<file path="src/rtl/im_loader.sv">
// Serial instruction-memory loader: parses a count header, assembles big-endian
// 32-bit words, writes them one per strobe and verifies a trailing XOR checksum.
module im_loader #(
    parameter int ADDR_W    = 10,
    parameter int MAX_WORDS = 1024
) (
    input  logic              clk,
    input  logic              rst_n,
    input  logic              load_start,
    input  logic              byte_valid,
    input  logic [7:0]        byte_in,
    output logic              byte_ready,
    output logic              wr_en,
    output logic [ADDR_W-1:0] wr_addr,
    output logic [31:0]       wr_data,
    output logic              busy,
    output logic              done,
    output logic              err
);

    typedef enum logic [2:0] {
        IDLE, HDR_HI, HDR_LO, DATA, CHK, DONE, ERR
    } state_t;

    localparam logic [16:0] MAX_N = 17'(MAX_WORDS);

    state_t              state_q, state_d;
    logic [7:0]          cnt_hi_q, cnt_hi_d;
    logic [ADDR_W-1:0]   last_q, last_d;
    logic [ADDR_W-1:0]   idx_q, idx_d;
    logic [1:0]          bcnt_q, bcnt_d;
    logic [7:0]          chk_q, chk_d;
    logic [23:0]         word_q, word_d;
    logic                wr_en_q, wr_en_d;
    logic [ADDR_W-1:0]   wr_addr_q, wr_addr_d;
    logic [31:0]         wr_data_q, wr_data_d;
    logic                accept;
    logic [16:0]         n_words;

    always_ff @(posedge clk or negedge rst_n) begin
        if (!rst_n) begin
            state_q   <= IDLE;
            cnt_hi_q  <= '0;
            last_q    <= '0;
            idx_q     <= '0;
            bcnt_q    <= '0;
            chk_q     <= '0;
            word_q    <= '0;
            wr_en_q   <= 1'b0;
            wr_addr_q <= '0;
            wr_data_q <= '0;
        end else begin
            state_q   <= state_d;
            cnt_hi_q  <= cnt_hi_d;
            last_q    <= last_d;
            idx_q     <= idx_d;
            bcnt_q    <= bcnt_d;
            chk_q     <= chk_d;
            word_q    <= word_d;
            wr_en_q   <= wr_en_d;
            wr_addr_q <= wr_addr_d;
            wr_data_q <= wr_data_d;
        end
    end

    assign busy       = (state_q == HDR_HI) || (state_q == HDR_LO) ||
                        (state_q == DATA)   || (state_q == CHK);
    assign byte_ready = busy;
    assign done       = (state_q == DONE);
    assign err        = (state_q == ERR);
    assign wr_en      = wr_en_q;
    assign wr_addr    = wr_addr_q;
    assign wr_data    = wr_data_q;
    assign accept     = byte_valid && byte_ready;
    assign n_words    = {1'b0, cnt_hi_q, byte_in};

    always_comb begin
        state_d   = state_q;
        cnt_hi_d  = cnt_hi_q;
        last_d    = last_q;
        idx_d     = idx_q;
        bcnt_d    = bcnt_q;
        chk_d     = chk_q;
        word_d    = word_q;
        wr_en_d   = 1'b0;
        wr_addr_d = wr_addr_q;
        wr_data_d = wr_data_q;
        case (state_q)
            IDLE, DONE, ERR: begin
                if (load_start) begin
                    state_d = HDR_HI;
                    idx_d   = '0;
                    bcnt_d  = '0;
                    chk_d   = '0;
                end
            end
            HDR_HI: begin
                if (accept) begin
                    cnt_hi_d = byte_in;
                    state_d  = HDR_LO;
                end
            end
            HDR_LO: begin
                if (accept) begin
                    if ((n_words >= 17'd1) && (n_words <= MAX_N)) begin
                        // Keep N-1 so the last word is found by equality on the index.
                        last_d  = ADDR_W'(n_words - 17'd1);
                        state_d = DATA;
                    end else begin
                        state_d = ERR;
                    end
                end
            end
            DATA: begin
                if (accept) begin
                    chk_d  = chk_q ^ byte_in;
                    bcnt_d = bcnt_q + 2'd1;
                    case (bcnt_q)
                        2'd0: word_d[23:16] = byte_in;
                        2'd1: word_d[15:8]  = byte_in;
                        2'd2: word_d[7:0]   = byte_in;
                        default: begin
                            wr_en_d   = 1'b1;
                            wr_addr_d = idx_q;
                            wr_data_d = {word_q, byte_in};
                            if (idx_q == last_q) state_d = CHK;
                            else                 idx_d   = idx_q + 1'b1;
                        end
                    endcase
                end
            end
            CHK: begin
                if (accept) state_d = (byte_in == chk_q) ? DONE : ERR;
            end
            default: state_d = IDLE;
        endcase
    end

endmodule

</file>
<file path="config.mk">
export PLATFORM = sky130hd
export DESIGN_NAME = im_loader
export DESIGN_NICKNAME = d
export VERILOG_FILES = /design/src/rtl/im_loader.sv
export SDC_FILE = /design/constraint.sdc
export NUM_CORES = 1
export LEC_CHECK = 0
export CORE_ASPECT_RATIO = 0.5
export CORE_MARGIN = 2
export CORE_UTILIZATION = 55
export CTS_CLUSTER_SIZE = 28
export DETAILED_ROUTE_END_ITERATION = 10
export PLACE_DENSITY = 0.79
export SETUP_SLACK_MARGIN = 0.4
export SYNTH_ARGS = -nofsm -noshare
export SYNTH_HDL_FRONTEND = slang
export SYNTH_SLANG_ARGS = --single-unit
export TNS_END_PERCENT = 50
</file>
<file path="constraint.sdc">
create_clock -name clk -period 2.3 [get_ports clk]
set_input_delay 0.46 -clock clk [delete_from_list [all_inputs] [get_ports clk]]
set_output_delay 0.46 -clock clk [all_outputs]
set_load 0.005 [all_outputs]
</file>
# Word level (Yosys, flattened, before mapping)
# Index checks and enable logic that the tools add are counted.
# totals
register_bits	108
latchBits	0
ramBits	0
romBits	0
out_inout_bits	47
word_cells	80
mem_count	0
# op_classes
addsub	3
mul	0
div_mod_pow	0
magnitude_cmp	2
n_eq_ne	18
shifts	0
mux	24
n_bitwise	2
reduce_logical	19
# ops
cell	count
$mux W10	4
$mux W3	8
$pmux W10 S2	1
$reduce_and A3 Y1	6
$ge A16 B1 Y1 const B	1
$le A16 B11 Y1 const B	1
$mux W8	2
$pmux W8 S2	1
$pmux W3 S5	1
$ne A2 B2 Y1 const B	7
$add A10 B1 Y10 const B	1
$eq A10 B10 Y1	1
$sub A10 B1 Y10 const B	1
$eq A3 B3 Y1 const B	3
$eq A8 B8 Y1	1
$xor A8 B8 Y8	1
$reduce_and A7 Y1	1
$eq A3 B2 Y1 const B	2
$mux W2	3
$reduce_or A3 Y1	2
$reduce_and A5 Y1	1
$pmux W2 S2	1
$eq A3 B1 Y1 const B	1
$logic_not A3 Y1	1
other kinds (11)	16

# Depth between registers and ports, before layout
# Gate-level depths: netlist of run 1.
# logic_depth
depth_word	7
depth_mapped	8
ltp_nobuf	7

# Least setup slack after synthesis of run 1
# OpenSTA, ideal clock, no wires.
# synth_path
path_kind	input-to-reg
startpoint	input byte_in[1]
endpoint	register state_q[0]
t_arrival_ps	2104
required_ps	2174
path_slack_ps	71
cell_stages	7
path_buffers	0
path_cell_list	inv_1 > ha_1 > or4b_4 > a2111o_1 > nand3_1 > mux2i_1 > o311a_1
# synth_via
elab_chain_len	5
# synth_lines
item	line	rtl
from (decl)	11	input logic [7:0] byte_in,
$ge A16 B1 Y1 / $le A16 B11 Y1 (equally long branches)	105	if ((n_words >= 17'd1) && (n_words <= MAX_N)) begin
$logic_and A1 B1 Y1	105	
$mux W3	105	
$mux W3	104	if (accept) begin
$pmux W3 S5 *	88	case (state_q)
to (signal assigned)	53	state_q <= state_d;
to (decl)	27	state_t state_q, state_d;
# Every way passes the cells marked *; elsewhere a longest branch is shown, timed or not. The select of a mux whose other input is x is not followed.
# A chain may end at the register's enable or synchronous reset.

# Final worst setup path of run 1
# layout_path
startpoint	register state_q[1]
endpoint	output done
# layout_via
elab_chain_len	1
# layout_lines
item	line	rtl
$eq A3 B3 Y1	69	assign done = (state_q == DONE);
to (decl)	17	output logic done,
# No other way between the ends.

==> impl_metrics.ini, run 1 <==
[final_layout]
drive_gt1_share_pct = 36.6
nFillCells = 543
fin_area_um2 = 6680
fin_nets = 547
n_antenna_cell = 0
instances_no_fill = 650
final_util_pct = 76.2
syn2layout_area_growth_pct = 33.3

[synth]
postSynthAreaPerCell_um2 = 11.8
yosysUniqueCellTypes = 46
syn-num-nets = 443
ys.flop_type = dfrtp_1
syn_area_um2 = 5010
ys_seq_elements = 108
yosys_warnings = 0
synth-edff-count = 0
seq_area_frac_synth_pct = 53.9
async_flop_share_pct = 100
syn_inst = 424

[global_route]
grt_pass1_wl_um = 19200
antenna_found_initial = 0
grt_max_degree = 40
grt_pass1_vias = 3650
grt_usage_pct = 25.0
gr-total-overflow = 0

[critical_path]
slowest_delay_ns = 0.49
crit_slowest_cell = clkdlybuf4s50_1
crit_path_start_kind = register
end_kind = output port
path_max_fanout = 6
crit_chain = inv_2, and3_1, clkdlybuf4s50_1
cpLargestDelayFamily = buffers and inverters
cp.arrival_ns = 1.62
worstPathRequired_ns = 1.84
crit_type = reg2out
worstPathBufferInverterCount = 2

[drt]
dr.first_iter.drc_count = 292
drcViolationCount = 0
via_per_inst = 5.91
dr.pass1.iters = 5
ant_nets = 0
via_count = 3844
wl_um = 13000
detail_route.wl_per_cell_um = 20.0

[clock_network]
cts_root_buf = clkbuf_16
insertion_delay_ns = 0.36
cts_made_buffers = 9
numClockSinks = 108
clock_path_buffers = 2
cts_tree = done
clkTransAtPathRegs_ns = 0.07
htreeDepth = 3

[power_and_ir_drop]
p_total_w = 0.00719
powerDensity_nw_per_um2 = 1080
vdd_ir_drop_max_mv = 0.487
power.leakage_nw = 3.04

[timing]
fmax_mhz = 482
hold_violations = 0
period_needed_ns = 2.08
slew_viol_final = 0
post-route-period-util_pct = 90.2
clock-skew-final_ns = 0.00804
relSlewSlack_pct = 68.5
tightest_slew_ns = 0.473
rsz0062_at_grt = true
setup_violations = 0

[floorplan]
die_h_um = 71.5
start_util_pct = 57.1
dieArea_um2 = 9930
dieWidth_um = 139
placementRows = 24
io_pins = 59
floorplan.core_area_um2 = 8770

[worst_hold_path]
min-delay-path-class = in2async

[placement]
dpl.hpwl_um = 7130
port_buffers = 58
placed_cell_area_um2 = 5920
routabilityCongestion = 0.850
place_inst = 607

[outcome]
status = finished, final reports clean

[run]
maxCapViolCount = 0
## metal layers
layer  global-route usage, %  vias to the layer above  share of wire (%)
met1                    33.8                     1979                 45
met4                    7.30                        0                1.9
li1                        -                     1691                  -
met3                    5.95                       28                5.1
met5                       0                        -                  0
met2                    41.3                      146                 48
## worst register-to-register path: stages (launching register included)
cell	delay, ns
dfrtp_2	0.47
buf_6	0.14
buf_6	0.12
nor4b_4	0.30
a211oi_4	0.07
o21bai_4	0.24
or4_1	0.49
a21boi_1	0.13
## layout make-up
class / count / area, um^2 / share of cell area (%)
Clock buffer: 11 / 243 / 3.64
Clock inverter: 5 / 45.0 / 0.675
Inverter: 9 / 37.5 / 0.562
Multi-Input combinational cell: 284 / 2370 / 35.5
Sequential cell: 108 / 2710 / 40.5
Tap cell: 117 / 146 / 2.19
Timing Repair Buffer: 116 / 1130 / 16.9
## layout by cell type (no fill, tap or decap), drive strengths merged, types with 3 or more instances in the layout
| cell type | netlist | routed |
|---|---|---|
| nor4 | 8 | 8 |
| nand2b | 6 | 6 |
| nor3 | 9 | 9 |
| mux2 | 67 | 67 |
| o21ai | 39 | 39 |
| ha | 7 | 7 |
| inv | 9 | 10 |
| mux2i | 6 | 6 |
| xnor2 | 17 | 17 |
| dfrtp | 108 | 108 |
| o21bai | 2 | 3 |
| clkbuf | 12 | 12 |
| or4 | 5 | 5 |
| a21boi | 4 | 4 |
| o31ai | 7 | 7 |
| nor2 | 15 | 15 |
| clkdlybuf4s50 | 0 | 45 |
| buf | 12 | 60 |
| nand2 | 48 | 48 |
| dlygate4sd2 | 0 | 7 |
| xor2 | 11 | 11 |
| nand3 | 7 | 7 |
| nand4 | 3 | 3 |
## cells by family after synthesis
| kind of cell | Yosys count | share of synthesized area, % |
|---|---|---|
| adders and majority gates | 7 | 1.75 |
| xor gates and xnor gates | 28 | 4.90 |
| buffers and inverters | 33 | 3.22 |
| DFF | 108 | 53.9 |
| muxes | 73 | 16.3 |
| and+or+nand+nor | 116 | 12.4 |
| AOI/OAI and AO/OA | 59 | 7.54 |
## power breakdown
part	switching, W	internal [W]	total (W)
registers	0.000414	0.00244	0.00285
logic	0.00135	0.00147	0.00282
clock network	0.000736	0.000781	0.00152
## flip-flops by register name, indices dropped and copies added (netlist names)
| name | flops |
|---|---|
| idx_q | 10 |
| last_q | 10 |
| word_q | 24 |
| cnt_hi_q | 8 |
| wr_data | 32 |
| wr_en | 1 |
| wr_addr | 10 |
| bcnt_q | 2 |
| state_q | 3 |
| chk_q | 8 |
## worst paths after layout
check | from | endpoint | slack, ns | cells after the start
worst max-delay path | state_q[1] | done | 0.22 | 3
worst min-delay path | rst_n | wr_data[2] | 0.05 | 1
worst max register to register | state_q[1] | idx_q[3] | 0.27 | 7
worst min register to register | word_q[17] | word_q[17] | 0.48 | 2
max in group asynchronous | rst_n | idx_q[0] | 1.68 | 2
min in group clk | word_q[17] | word_q[17] | 0.48 | 2
## synthesized netlist by cell type (all sizes together), types with 3 or more instances
master	instances	area, um^2
inv	9	33.8
ha	7	87.6
nor3	9	45.0
o21ai	39	195
xnor2	17	149
o31ai	7	52.6
nor2	15	56.3
clkbuf	12	45.0
xor2	11	96.3
or4	5	37.5
dfrtp	108	2700
a21boi	4	30.0
mux2i	6	60.1
mux2	67	754
nand3	7	35.0
nor4	8	68.8
nand2	48	180
nand4	3	18.8
buf	12	82.6
nand2b	6	40.0
## timing repair
action	CTS	global route
resized for setup	45	44
gates cloned	5	1
hold buffers	0	0
pin swaps	15	15
setup endpoints to repair	78	89
buffers inserted	12	9
## per-stage QoR
step,setup WS [ns],setup TNS (ns),hold WS [ns]
global placement,-0.222,-2.31,0.442
finish,0.225,0,0.0501
CTS,0.206,0,0.0623
floorplan,0.259,0,0.164
global route,0.161,0,0.0797
detailed placement,-0.311,-3.59,0.447
Power figures use the tool's default switching activity.
==> inputs of run 2 (changes only) <==
CELL_PAD_IN_SITES_DETAIL_PLACEMENT = 1   (was unset)
CELL_PAD_IN_SITES_GLOBAL_PLACEMENT = 2   (was unset)
CORE_UTILIZATION = 37   (was 55)
PLACE_DENSITY = unset   (was 0.79)
PLACE_DENSITY_LB_ADDON = 0.1   (was unset)
==> impl_metrics.ini, run 2 (synthesized netlist as in run 1, its figures left out) <==
[outcome]
status = finished, final reports clean

[power_and_ir_drop]
power.leakage_nw = 3.02
powerDensity_nw_per_um2 = 1040
p_total_w = 0.00689
vdd_ir_drop_max_mv = 0.434

[final_layout]
final_common_cell = dfrtp_1
nFillCells = 1331
drive_gt1_share_pct = 36.9
final_cell_mix = 105 x dfrtp_1, 67 x mux2_2, 48 x buf_4
largest_reg_flops = 32
n_antenna_cell = 0
syn2layout_area_growth_pct = 32.6
fin_nets = 545

[critical_path]
worstPathRequired_ns = 2.56
regToRegSetupSlack_ns = 0.30
r2r_start = state_q[1]
crit_type = reg2reg
crit_path_start_kind = register
reg2reg_depth = 8
end_kind = register
path_max_fanout = 14
r2r_end = idx_q[3]
cp.arrival_ns = 2.27

[worst_hold_path]
min-delay-path-class = in2async

[timing]
tightest_slew_ns = 0.593
rsz0062_at_grt = true
setup_tns_ns = 0
period_needed_ns = 2.00
setup_violations = 0
slew_viol_final = 0
clock-skew-final_ns = 0.00835
relSlewSlack_pct = 60.5
post-route-period-util_pct = 87.0
fmax_mhz = 500
hold_violations = 0

[drt]
drcViolationCount = 0
wl_um = 13000
detail_route.wl_per_cell_um = 18.6
dr.pass1.iters = 5
ant_nets = 0
via_per_inst = 5.15
dr.first_iter.drc_count = 146
via_count = 3610

[clock_network]
insertion_delay_ns = 0.35
cts_made_buffers = 9
clock_path_buffers = 2
numClockSinks = 108
cts_root_buf = clkbuf_16
cts_tree = done
htreeDepth = 3
hold_buffers = 0
clkTransAtPathRegs_ns = 0.07

[floorplan]
floorplan.core_area_um2 = 13000
die_h_um = 86.3
start_util_pct = 38.7
io_pins = 59
dieArea_um2 = 14500
dieWidth_um = 169
placementRows = 29

[global_route]
antenna_found_initial = 0
grt_pass1_wl_um = 20900
grt_usage_pct = 18.6
grt_pass1_vias = 3909
gr-total-overflow = 0
grt_max_degree = 57

[placement]
dpl.hpwl_um = 8810
port_buffers = 58
routabilityCongestion = 0.771

[run]
maxCapViolCount = 0
run 2: repair_timing:
action,in CTS,in global routing
endpoints found under the setup margin,29,57
resized for setup,57,36
buffers inserted,6,8
pin swaps,9,11
gates cloned,4,0
run 2: per-layer routing:
layer	up-vias	GRT usage, %	share of wire (%)
li1	1682	-	-
met1	1867	24.7	46
met2	54	32.2	49
met3	7	3.84	3.8
met4	0	3.53	0.55
met5	-	0	0
run 2: worst max-delay path by stage:
stage / start / to / depth (start not counted)
CTS: state_q[1] / idx_q[3] / 8
detailed placement: byte_in[1] / last_q[2] / 9
finish: state_q[1] / idx_q[3] / 8
floorplan: byte_in[1] / state_q[0] / 7
global placement: byte_in[1] / state_q[0] / 8
global route: state_q[1] / idx_q[3] / 8
run 2: layout make-up:
cell class / count / area, um^2 / area share (%)
clock buffers: 10 / 239 / 3.60
inverters: 9 / 40.0 / 0.603
multi-input cells: 284 / 2330 / 35.1
clock inverters: 6 / 60.1 / 0.904
repair buffers: 114 / 1050 / 15.8
flip-flops and latches: 108 / 2710 / 40.7
well taps: 170 / 213 / 3.20
run 2: per-stage QoR:
step / hold slack [ns] / cell area, um^2 / util (%) / cells / worst slack (ns)
finish: 0.121 / 6640 / 51.3 / 701 / 0.299
global route: 0.148 / 6640 / 51.3 / 701 / 0.254
CTS: 0.128 / 6450 / 49.8 / 693 / 0.223
floorplan: 0.164 / 5030 / - / 424 / 0.259
detailed placement: 0.475 / 6010 / 46.4 / 667 / -0.380
global placement: 0.462 / 6010 / 46.4 / 667 / -0.259
run 2: power by group:
part           internal, W  leakage (nW)  switching (W)
sequential         0.00243          1.44       0.000416
clock             0.000799         0.149       0.000769
combinational      0.00131          1.43        0.00116
run 2: worst max-delay path, cell delays in order, from the launching register on:
cell and delay, ns:
dfrtp_2 0.43, buf_4 0.14, buf_4 0.14, and2_1 0.18, nand2b_4 0.13, nor4_2 0.06, buf_4 0.18, or4_1 0.49
a21boi_1 0.17
